$ cat config.mk
export PLATFORM = sky130hd
export DESIGN_NAME = fp_adder_arbiter
export DESIGN_NICKNAME = d
export VERILOG_FILES = /design/src/rtl/coproc_pkg.sv /design/src/rtl/rr_pick.sv /design/src/rtl/fp_adder_arbiter.sv
export SDC_FILE = /design/constraint.sdc
export NUM_CORES = 1
export LEC_CHECK = 0
export CORE_AREA = 2 2 162 164
export CTS_CLUSTER_SIZE = 20
export DETAILED_ROUTE_END_ITERATION = 10
export DIE_AREA = 0 0 164 166
export PLACE_DENSITY = 0.6
export SLEW_MARGIN = 20
export SYNTH_ARGS = -nofsm -noshare
export SYNTH_HDL_FRONTEND = slang
export SYNTH_SLANG_ARGS = --single-unit
$ cat constraint.sdc
create_clock -name in_clk -period 3.6 [get_ports in_clk]
set_input_delay 0.36 -clock in_clk [delete_from_list [all_inputs] [get_ports in_clk]]
set_output_delay 0.36 -clock in_clk [all_outputs]
set_load 0.005 [all_outputs]
$ cat src/rtl/coproc_pkg.sv
// Shared definitions for the coprocessor's arbiters and arithmetic wrappers.
//
// Contents:
//   cell_width_default : default operand/result width (IEEE-754 single precision)
//   arb_state_t        : state encoding for the shared-unit arbiter FSMs
package coproc_pkg;

    localparam int cell_width_default = 32;

    typedef enum logic [1:0] {
        s_IDLE  = 2'b00,
        s_ISSUE = 2'b01,
        s_WAIT  = 2'b10,
        s_RESP  = 2'b11
    } arb_state_t;

endpackage

$ cat src/rtl/rr_pick.sv
// Combinational round-robin selector, reusable by any shared-unit arbiter.
//
// Ports:
//   req       : request vector, one bit per requester
//   last      : index of the most recently served requester
//   grant_idx : first set request bit found searching last+1, last+2, ... modulo n_req
//   any       : high when at least one request bit is set
module rr_pick #(
    parameter int n_req     = 4,
    parameter int idx_width = 2
) (
    input  logic [n_req-1:0]     req,
    input  logic [idx_width-1:0] last,
    output logic [idx_width-1:0] grant_idx,
    output logic                 any
);

    // Walk the offsets from farthest to nearest so that the nearest set bit
    // after 'last' is the one that ends up written.
    always_comb begin
        grant_idx = '0;
        any       = 1'b0;
        for (int i = n_req; i >= 1; i--) begin
            if (req[(int'(last) + i) % n_req]) begin
                grant_idx = idx_width'((int'(last) + i) % n_req);
                any       = 1'b1;
            end
        end
    end

endmodule

$ cat src/rtl/fp_adder_arbiter.sv
// Shares one floating-point adder (stb/ack handshake) between n_req requesters.
// Round-robin arbitration, one addition in flight at a time.
//
// Ports:
//   in_clk, in_reset             : clock, asynchronous active-low reset
//   in_req_valid/a/b, out_req_ack: requester operand side (ack is a one-cycle pulse)
//   out_resp_valid/data, in_resp_ack : result return to the granted requester
//   out_add_*, in_add_*          : handshake to the shared adder
//   out_busy                     : high whenever not idle
//   out_grant_idx                : current or last granted requester
module fp_adder_arbiter
    import coproc_pkg::*;
#(
    parameter int n_req      = 4,
    parameter int cell_width = cell_width_default,
    parameter int idx_width  = 2
) (
    input  logic                        in_clk,
    input  logic                        in_reset,
    input  logic [n_req-1:0]            in_req_valid,
    input  logic [n_req*cell_width-1:0] in_req_a,
    input  logic [n_req*cell_width-1:0] in_req_b,
    output logic [n_req-1:0]            out_req_ack,
    output logic [n_req-1:0]            out_resp_valid,
    output logic [cell_width-1:0]       out_resp_data,
    input  logic [n_req-1:0]            in_resp_ack,
    output logic [cell_width-1:0]       out_add_a,
    output logic [cell_width-1:0]       out_add_b,
    output logic                        out_add_a_stb,
    output logic                        out_add_b_stb,
    output logic                        out_add_z_ack,
    output logic                        out_add_reset,
    input  logic [cell_width-1:0]       in_add_z,
    input  logic                        in_add_z_stb,
    input  logic                        in_add_a_ack,
    input  logic                        in_add_b_ack,
    output logic                        out_busy,
    output logic [idx_width-1:0]        out_grant_idx
);

    localparam logic [n_req-1:0] one_hot_lsb = n_req'(1);

    arb_state_t            state_q, state_d;
    logic [idx_width-1:0]  last_q, last_d;
    logic [idx_width-1:0]  grant_q, grant_d;
    logic [cell_width-1:0] a_q, a_d;
    logic [cell_width-1:0] b_q, b_d;
    logic [cell_width-1:0] z_q, z_d;
    logic                  a_stb_q, a_stb_d;
    logic                  b_stb_q, b_stb_d;
    logic                  z_ack_q, z_ack_d;
    logic [n_req-1:0]      req_ack_q, req_ack_d;

    logic [idx_width-1:0]  pick_idx;
    logic                  pick_any;

    rr_pick #(
        .n_req     (n_req),
        .idx_width (idx_width)
    ) u_pick (
        .req       (in_req_valid),
        .last      (last_q),
        .grant_idx (pick_idx),
        .any       (pick_any)
    );

    // Next-state logic. Both strobes are raised together on leaving idle; each
    // drops independently once its own ack is seen, and the operation moves on
    // only when neither strobe is still outstanding.
    always_comb begin
        state_d   = state_q;
        last_d    = last_q;
        grant_d   = grant_q;
        a_d       = a_q;
        b_d       = b_q;
        z_d       = z_q;
        a_stb_d   = 1'b0;
        b_stb_d   = 1'b0;
        z_ack_d   = 1'b0;
        req_ack_d = '0;
        case (state_q)
            s_IDLE: begin
                if (pick_any) begin
                    grant_d   = pick_idx;
                    a_d       = in_req_a[int'(pick_idx)*cell_width +: cell_width];
                    b_d       = in_req_b[int'(pick_idx)*cell_width +: cell_width];
                    req_ack_d = one_hot_lsb << pick_idx;
                    a_stb_d   = 1'b1;
                    b_stb_d   = 1'b1;
                    state_d   = s_ISSUE;
                end
            end
            s_ISSUE: begin
                a_stb_d = a_stb_q && !in_add_a_ack;
                b_stb_d = b_stb_q && !in_add_b_ack;
                if ((!a_stb_q || in_add_a_ack) && (!b_stb_q || in_add_b_ack)) begin
                    state_d = s_WAIT;
                end
            end
            s_WAIT: begin
                if (in_add_z_stb) begin
                    z_d     = in_add_z;
                    z_ack_d = 1'b1;
                    state_d = s_RESP;
                end
            end
            s_RESP: begin
                if (in_resp_ack[grant_q]) begin
                    last_d  = grant_q;
                    state_d = s_IDLE;
                end
            end
            default: state_d = s_IDLE;
        endcase
    end

    // State and datapath registers; reset aborts any operation in flight.
    always_ff @(posedge in_clk or negedge in_reset) begin
        if (!in_reset) begin
            state_q   <= s_IDLE;
            last_q    <= idx_width'(n_req - 1);
            grant_q   <= '0;
            a_q       <= '0;
            b_q       <= '0;
            z_q       <= '0;
            a_stb_q   <= 1'b0;
            b_stb_q   <= 1'b0;
            z_ack_q   <= 1'b0;
            req_ack_q <= '0;
        end else begin
            state_q   <= state_d;
            last_q    <= last_d;
            grant_q   <= grant_d;
            a_q       <= a_d;
            b_q       <= b_d;
            z_q       <= z_d;
            a_stb_q   <= a_stb_d;
            b_stb_q   <= b_stb_d;
            z_ack_q   <= z_ack_d;
            req_ack_q <= req_ack_d;
        end
    end

    // The adder is held in reset while idle so every operation starts clean.
    assign out_add_reset  = (state_q == s_IDLE);
    assign out_busy       = (state_q != s_IDLE);
    assign out_resp_valid = (state_q == s_RESP) ? (one_hot_lsb << grant_q) : '0;
    assign out_resp_data  = z_q;
    assign out_req_ack    = req_ack_q;
    assign out_add_a      = a_q;
    assign out_add_b      = b_q;
    assign out_add_a_stb  = a_stb_q;
    assign out_add_b_stb  = b_stb_q;
    assign out_add_z_ack  = z_ack_q;
    assign out_grant_idx  = grant_q;

endmodule
# Word level (Yosys, flattened, before mapping)

Index checks and enable logic that the tools add are counted.

Bits in registers: 109
Logic and storage cells: 88
Output and inout port bits: 111

Magnitude comparators: 5
Equality and inequality tests: 7
Add/sub/neg operators: 4
Shift-type cells: 4
Bitwise logic cells: 4
Multiplexer cells: 35
Reductions and logical operators: 19

Operators by type and width:

| cell                                                                  | count |
|---|---|
| 128-bit by 8-bit variable part select with 32-bit output              | 2 |
| 3-bit by 4-bit < comparator with 1-bit output (second input constant) | 4 |
| 1-bit two-way mux                                                     | 16 |
| 2-bit two-way mux                                                     | 8 |
| 4-bit two-way mux                                                     | 3 |
| 1-bit binary-select mux with 2-bit select                             | 5 |
| 2-bit case mux with 4 select lines                                    | 1 |
| 2-bit OR reduction                                                    | 4 |
| 1-bit by 2-bit left shift with 4-bit output (first input constant)    | 2 |
| 2-bit != test (second input constant)                                 | 3 |
| 2-bit AND reduction                                                   | 3 |
| 2-bit by 1-bit adder with 2-bit output (second input constant)        | 2 |
| 2-bit adder (second input constant)                                   | 2 |
| 1-bit bitwise AND (first input constant)                              | 4 |
| 2-bit == test (second input constant)                                 | 2 |
| 1-bit zero test                                                       | 4 |
| 1-bit case mux with 2 select lines                                    | 2 |
| 4-bit AND reduction                                                   | 1 |
| 1-bit logical AND                                                     | 3 |
| 2-bit by 3-bit < comparator with 1-bit output (second input constant) | 1 |
| 2-bit by 1-bit == test with 1-bit output (second input constant)      | 1 |
| 2-bit zero test                                                       | 1 |
| 1-bit logical OR                                                      | 2 |
| 2-bit by 1-bit != test with 1-bit output (second input constant)      | 1 |
| 2-bit nonzero test                                                    | 1 |

# Longest topological paths before layout

Depth in word-level cells: 13
Depth in mapped cells: 8

# Modules after synthesis

A second synthesis with hierarchy kept.

Cells, all modules: 354
Area total of the unflattened synthesis: 5,830.6 sq um

By module, submodules not included:

| module           | area each (sq um) | times used | seq. area each (sq um) | cells each |
|---|---|---|---|---|
| fp_adder_arbiter | 5,739.3           | 1          | 2,730.1                | 340 |
| rr_pick          | 91.3              | 1          | 0.0                    | 14 |

# Worst setup path before layout

No wires, ideal clock.

Kind: reg-to-reg
From: register state_q[0]
To: register b_q[0], in the netlist out_add_b[0]
Path slack: 1,785 ps
Data arrival time: 1,685 ps
Clock period less this slack: 1,815 ps
Buffers on the path: 1
Cell stages (with the launch flop): 9
Setup time: 131 ps
Data required time: 3,469 ps
Path through: dfrtp_1 -> inv_1 -> ha_1 -> inv_1 -> nor2_1 -> nand3_2 -> buf_1 -> a211oi_1 -> a211oi_1

Cells in the longest elaborated chain, start to end: 2

Ends and longest elaborated chain:

| what                                 | RTL line                | source |
|---|---|---|
| start: declaration                   | fp_adder_arbiter.sv:43  | `arb_state_t state_q, state_d;` |
| start signal: assignment             | fp_adder_arbiter.sv:120 | `state_q <= s_IDLE;` |
| start signal: assignment             | fp_adder_arbiter.sv:131 | `state_q <= state_d;` |
| 2-bit zero test                      | --                      |  |
| via out_add_reset                    | fp_adder_arbiter.sv:32  | `output logic out_add_reset,` |
| 2-bit AND reduction (no source line) | --                      |  |
| end signal: assignment               | fp_adder_arbiter.sv:124 | `b_q <= '0;` |
| end signal: assignment               | fp_adder_arbiter.sv:135 | `b_q <= b_d;` |
| end: declaration                     | fp_adder_arbiter.sv:47  | `logic [cell_width-1:0] b_q, b_d;` |

The timed path passes the listed nets, and every way through them passes these cells.
A chain may end at the register's enable or synchronous reset.

# Worst setup path in the final report

From: register last_q[1]
To: register b_q[23], in the netlist out_add_b[23]

Cells in the longest elaborated chain, start to end: 9
Elaborated cells on any way between the ends: 26

Ends and longest elaborated chain:

| what                                                                                                   | RTL line                     | source |
|---|---|---|
| start: declaration                                                                                     | fp_adder_arbiter.sv:44       | `logic [idx_width-1:0] last_q, last_d;` |
| start signal: assignment                                                                               | fp_adder_arbiter.sv:121      | `last_q <= idx_width'(n_req - 1);` |
| start signal: assignment                                                                               | fp_adder_arbiter.sv:132      | `last_q <= last_d;` |
| 2-bit by 1-bit adder with 2-bit output                                                                 | rr_pick.sv:24, rr_pick.sv:25 |  |
| 1-bit binary-select mux with 2-bit select                                                              | rr_pick.sv:24                | `if (req[(int'(last) + i) % n_req]) begin` |
| 1-bit two-way mux (not written as such) (2 in a row)                                                   | rr_pick.sv:24                |  |
| 2-bit two-way mux / 1-bit two-way mux (equally long branches) (4 in a row)                             | rr_pick.sv:24                |  |
| 128-bit by 8-bit variable part select with 32-bit output / 2-bit AND reduction (equally long branches) | --                           |  |

Several ways; a longest one is shown, not always the timed one. The select of a mux whose other input is x is not followed.

==> flow_summary.toml <==
[layout]
final_cell_mix = "clkdlybuf4s50_1 (410), a211oi_1 (128), dfrtp_1 (107), nor2_1 (70), mux2i_1 (65)"
fin_cells = 1348
insertedDiodeCount = 0
fin_util_pct = 42.79
nNetsFinal = 1313
drive_gt1_share_pct = 8.292
layout_commonest_cell = "clkdlybuf4s50_1"
syn2layout_area_growth_pct = 78.52

[timing]
setup_viol = 0
skew_ns = 0.01350
tns_ns = 0
drv_slew = 0
hold_viol_final = 0
rsz0062_at_grt = "false"
worst_slew_pin_slew_ns = 0.7939
holdWs_ns = 0.07480
fmax_ghz = 0.3874
layout_min_cycle_time_ns = 2.581
maxSlewHeadroom_pct = 47.08
period_share_pct = 71.71

[critical_path]
startpoint_type = "flip-flop"
r2r_slack_ns = 1.02
r2r_start = "last_q[1]"
crit_path_end_kind = "flip-flop"
cp_max_fo = 45
crit_required_ns = 3.81
crit_start = "last_q[1]"
arrival_ns = 2.79
path_class = "reg -> reg"

[job]
max-cap-violations = 0

[placement]
dp_hpwl_microns = 19030
place_congestion = 0.7953
place_inst = 1332
portBuffers = 411

[clock_tree]
cts_buffer_depth = 2
clock-sinks = 109
htree_levels = 3
tritoncts = "built"
hold_buffers = 0
cts_inserted_buffers = 9
clock_latency_ns = 0.36
cts_resized = 0
post-cts-setup-buffers = 0
clk_pin_slew_ns = 0.09
cts_root_buf = "clkbuf_16"

[logic_synthesis]
synth_ff_type = "dfrtp_1"
ys_seq_area_share_pct = 44.47
syn_area_per_cell_sq_um = 9.903
synthArstFlopShare_pct = 100.0
synth_warnings = 0
synth_cells = 620
ys_ff_latch = 109
yosysUniqueCellTypes = 38
syn-cell-area_sq_um = 6140
syn_nets = 925
synth_edf_count = 0

[power_and_ir_drop]
seq_power_share_pct = 29.6
switching_share_pct = 37.81
p_switching_w = 0.002789
p_int_w = 0.004588
clkPwrFrac_pct = 13.9
power_leakage_nw = 4.333
vdd_drop_max_mv = 0.3989
p_per_area_nw_per_um2 = 673.1
comb_power_share_pct = 56.5

[die]
start_util_pct = 23.97
coreArea_sq_um = 25620
dieArea_sq_um = 27220
io_pins = 412
core.rowCount = 59
die_x_microns = 164
die_y_microns = 166

[global_routing]
grt_use_total_pct = 18.26
grt_pass1_wl_microns = 38270
overflow = 0
grt_pass1_vias = 6614
antenna_found_initial = 0
grt_max_degree = 59

[detailed_routing]
first_iter_violations = 229
drt-total-wl_microns = 25320
via_per_inst = 4.779
dr.pass1.iters = 7
ant_nets = 0
wl_per_cell_microns = 18.79
drt_drc_violations_left = 0
num_vias = 6442

[hold_path]
hold_path.class = "in -> async"

[run_status]
outcome = "complete, no violations"
power groups by stage:
| stage | Combinational (W) | Sequential, W | Clock, W |
|---|---|---|---|
| after floorplan | 0.00194 | 0.00222 | 0 |
| after global placement | 0.00419 | 0.00219 | 0 |
| after detailed placement | 0.00422 | 0.00221 | 0 |
| after CTS | 0.00423 | 0.00218 | 0.00107 |
| after global routing | 0.00455 | 0.00226 | 0.00112 |
| final | 0.00417 | 0.00218 | 0.00103 |
sequential cells by signal, indices dropped and copies added (netlist names):
name and flops:
last_q 2, out_add_a 32, out_add_a_stb 1, out_add_b 32, out_add_b_stb 1, out_add_z_ack 1
out_grant_idx 2, out_req_ack 4, out_resp_data 32, state_q 2
cells by family (layout without fill, tap and decap cells):
kind of cell	count (synthesis)	in the layout	synth area share (%)
AND/OR/NAND/NOR	186	186	13.23
AO/OA/AOI/OAI	163	163	19.95
flip-flops	109	109	44.47
multiplexers	100	100	17.20
buffers and inverters	58	451	4.341
adder cells (fa/ha/maj)	4	4	0.8152
cell usage after synthesis (2+ instances only):
master	number	area, sq um
mux2i_1	65	650.6
nand3b_1	3	22.52
dfrtp_1	107	2678
dfstp_2	2	52.55
o21a_1	2	15.01
mux2_2	34	382.9
clkbuf_1	25	93.84
nor2_1	71	266.5
nand2_1	53	198.9
buf_2	15	75.07
buf_1	5	18.77
a211oi_1	128	960.9
inv_1	5	18.77
nand2b_1	4	25.02
a21boi_0	22	165.2
nor3_1	46	230.2
buf_4	8	60.06
ha_1	4	50.05
o21ai_0	2	10.01
critical path: stages (launching register included):
cell and delay [ns]:
dfstp_2 0.62, mux2i_1 0.25, o21a_1 0.66, nand3_2 0.13, buf_4 0.30, a211oi_1 0.34, a211oi_1 0.08
per-stage QoR:
step	cell area (sq um)	power [W]	setup slack [ns]
floorplan	6140	0.004160	1.785
finish	10960	0.007377	1.019
global route	10960	0.007932	0.7896
CTS	10960	0.007487	1.023
global placement	10650	0.006372	0.7382
detailed placement	10650	0.006423	0.6157
worst paths after layout:
kind,end,cells past startpoint
max,out_add_b[23],6
min,out_resp_data[5],1
max reg2reg,out_add_b[23],6
min reg2reg,out_resp_data[3],1
max in group asynchronous,last_q[0],2
min in group in_clk,out_resp_data[3],1
cell type report:
type                            count  area [sq um]
Fill cell                        2515         14660
Timing Repair Buffer              430          4292
Multi-Input combinational cell    453          3193
Sequential cell                   109          2730
Tap cell                          335         419.2
Clock buffer                        9         225.2
Clock inverter                      7         82.58
Inverter                            5         18.77
layer usage:
metal / routed length (microns) / vias to the layer above / part of all wire [%] / GRT usage, %
met4: 720 / 0 / 2.8 / 6.484
met1: 10160 / 3014 / 40 / 21.63
li1: - / 3069 / - / -
met3: 2108 / 45 / 8.3 / 5.245
met5: 0 / - / 0 / 0
met2: 12340 / 314 / 49 / 31.31
Note: power is estimated with default switching activity, not from simulation.
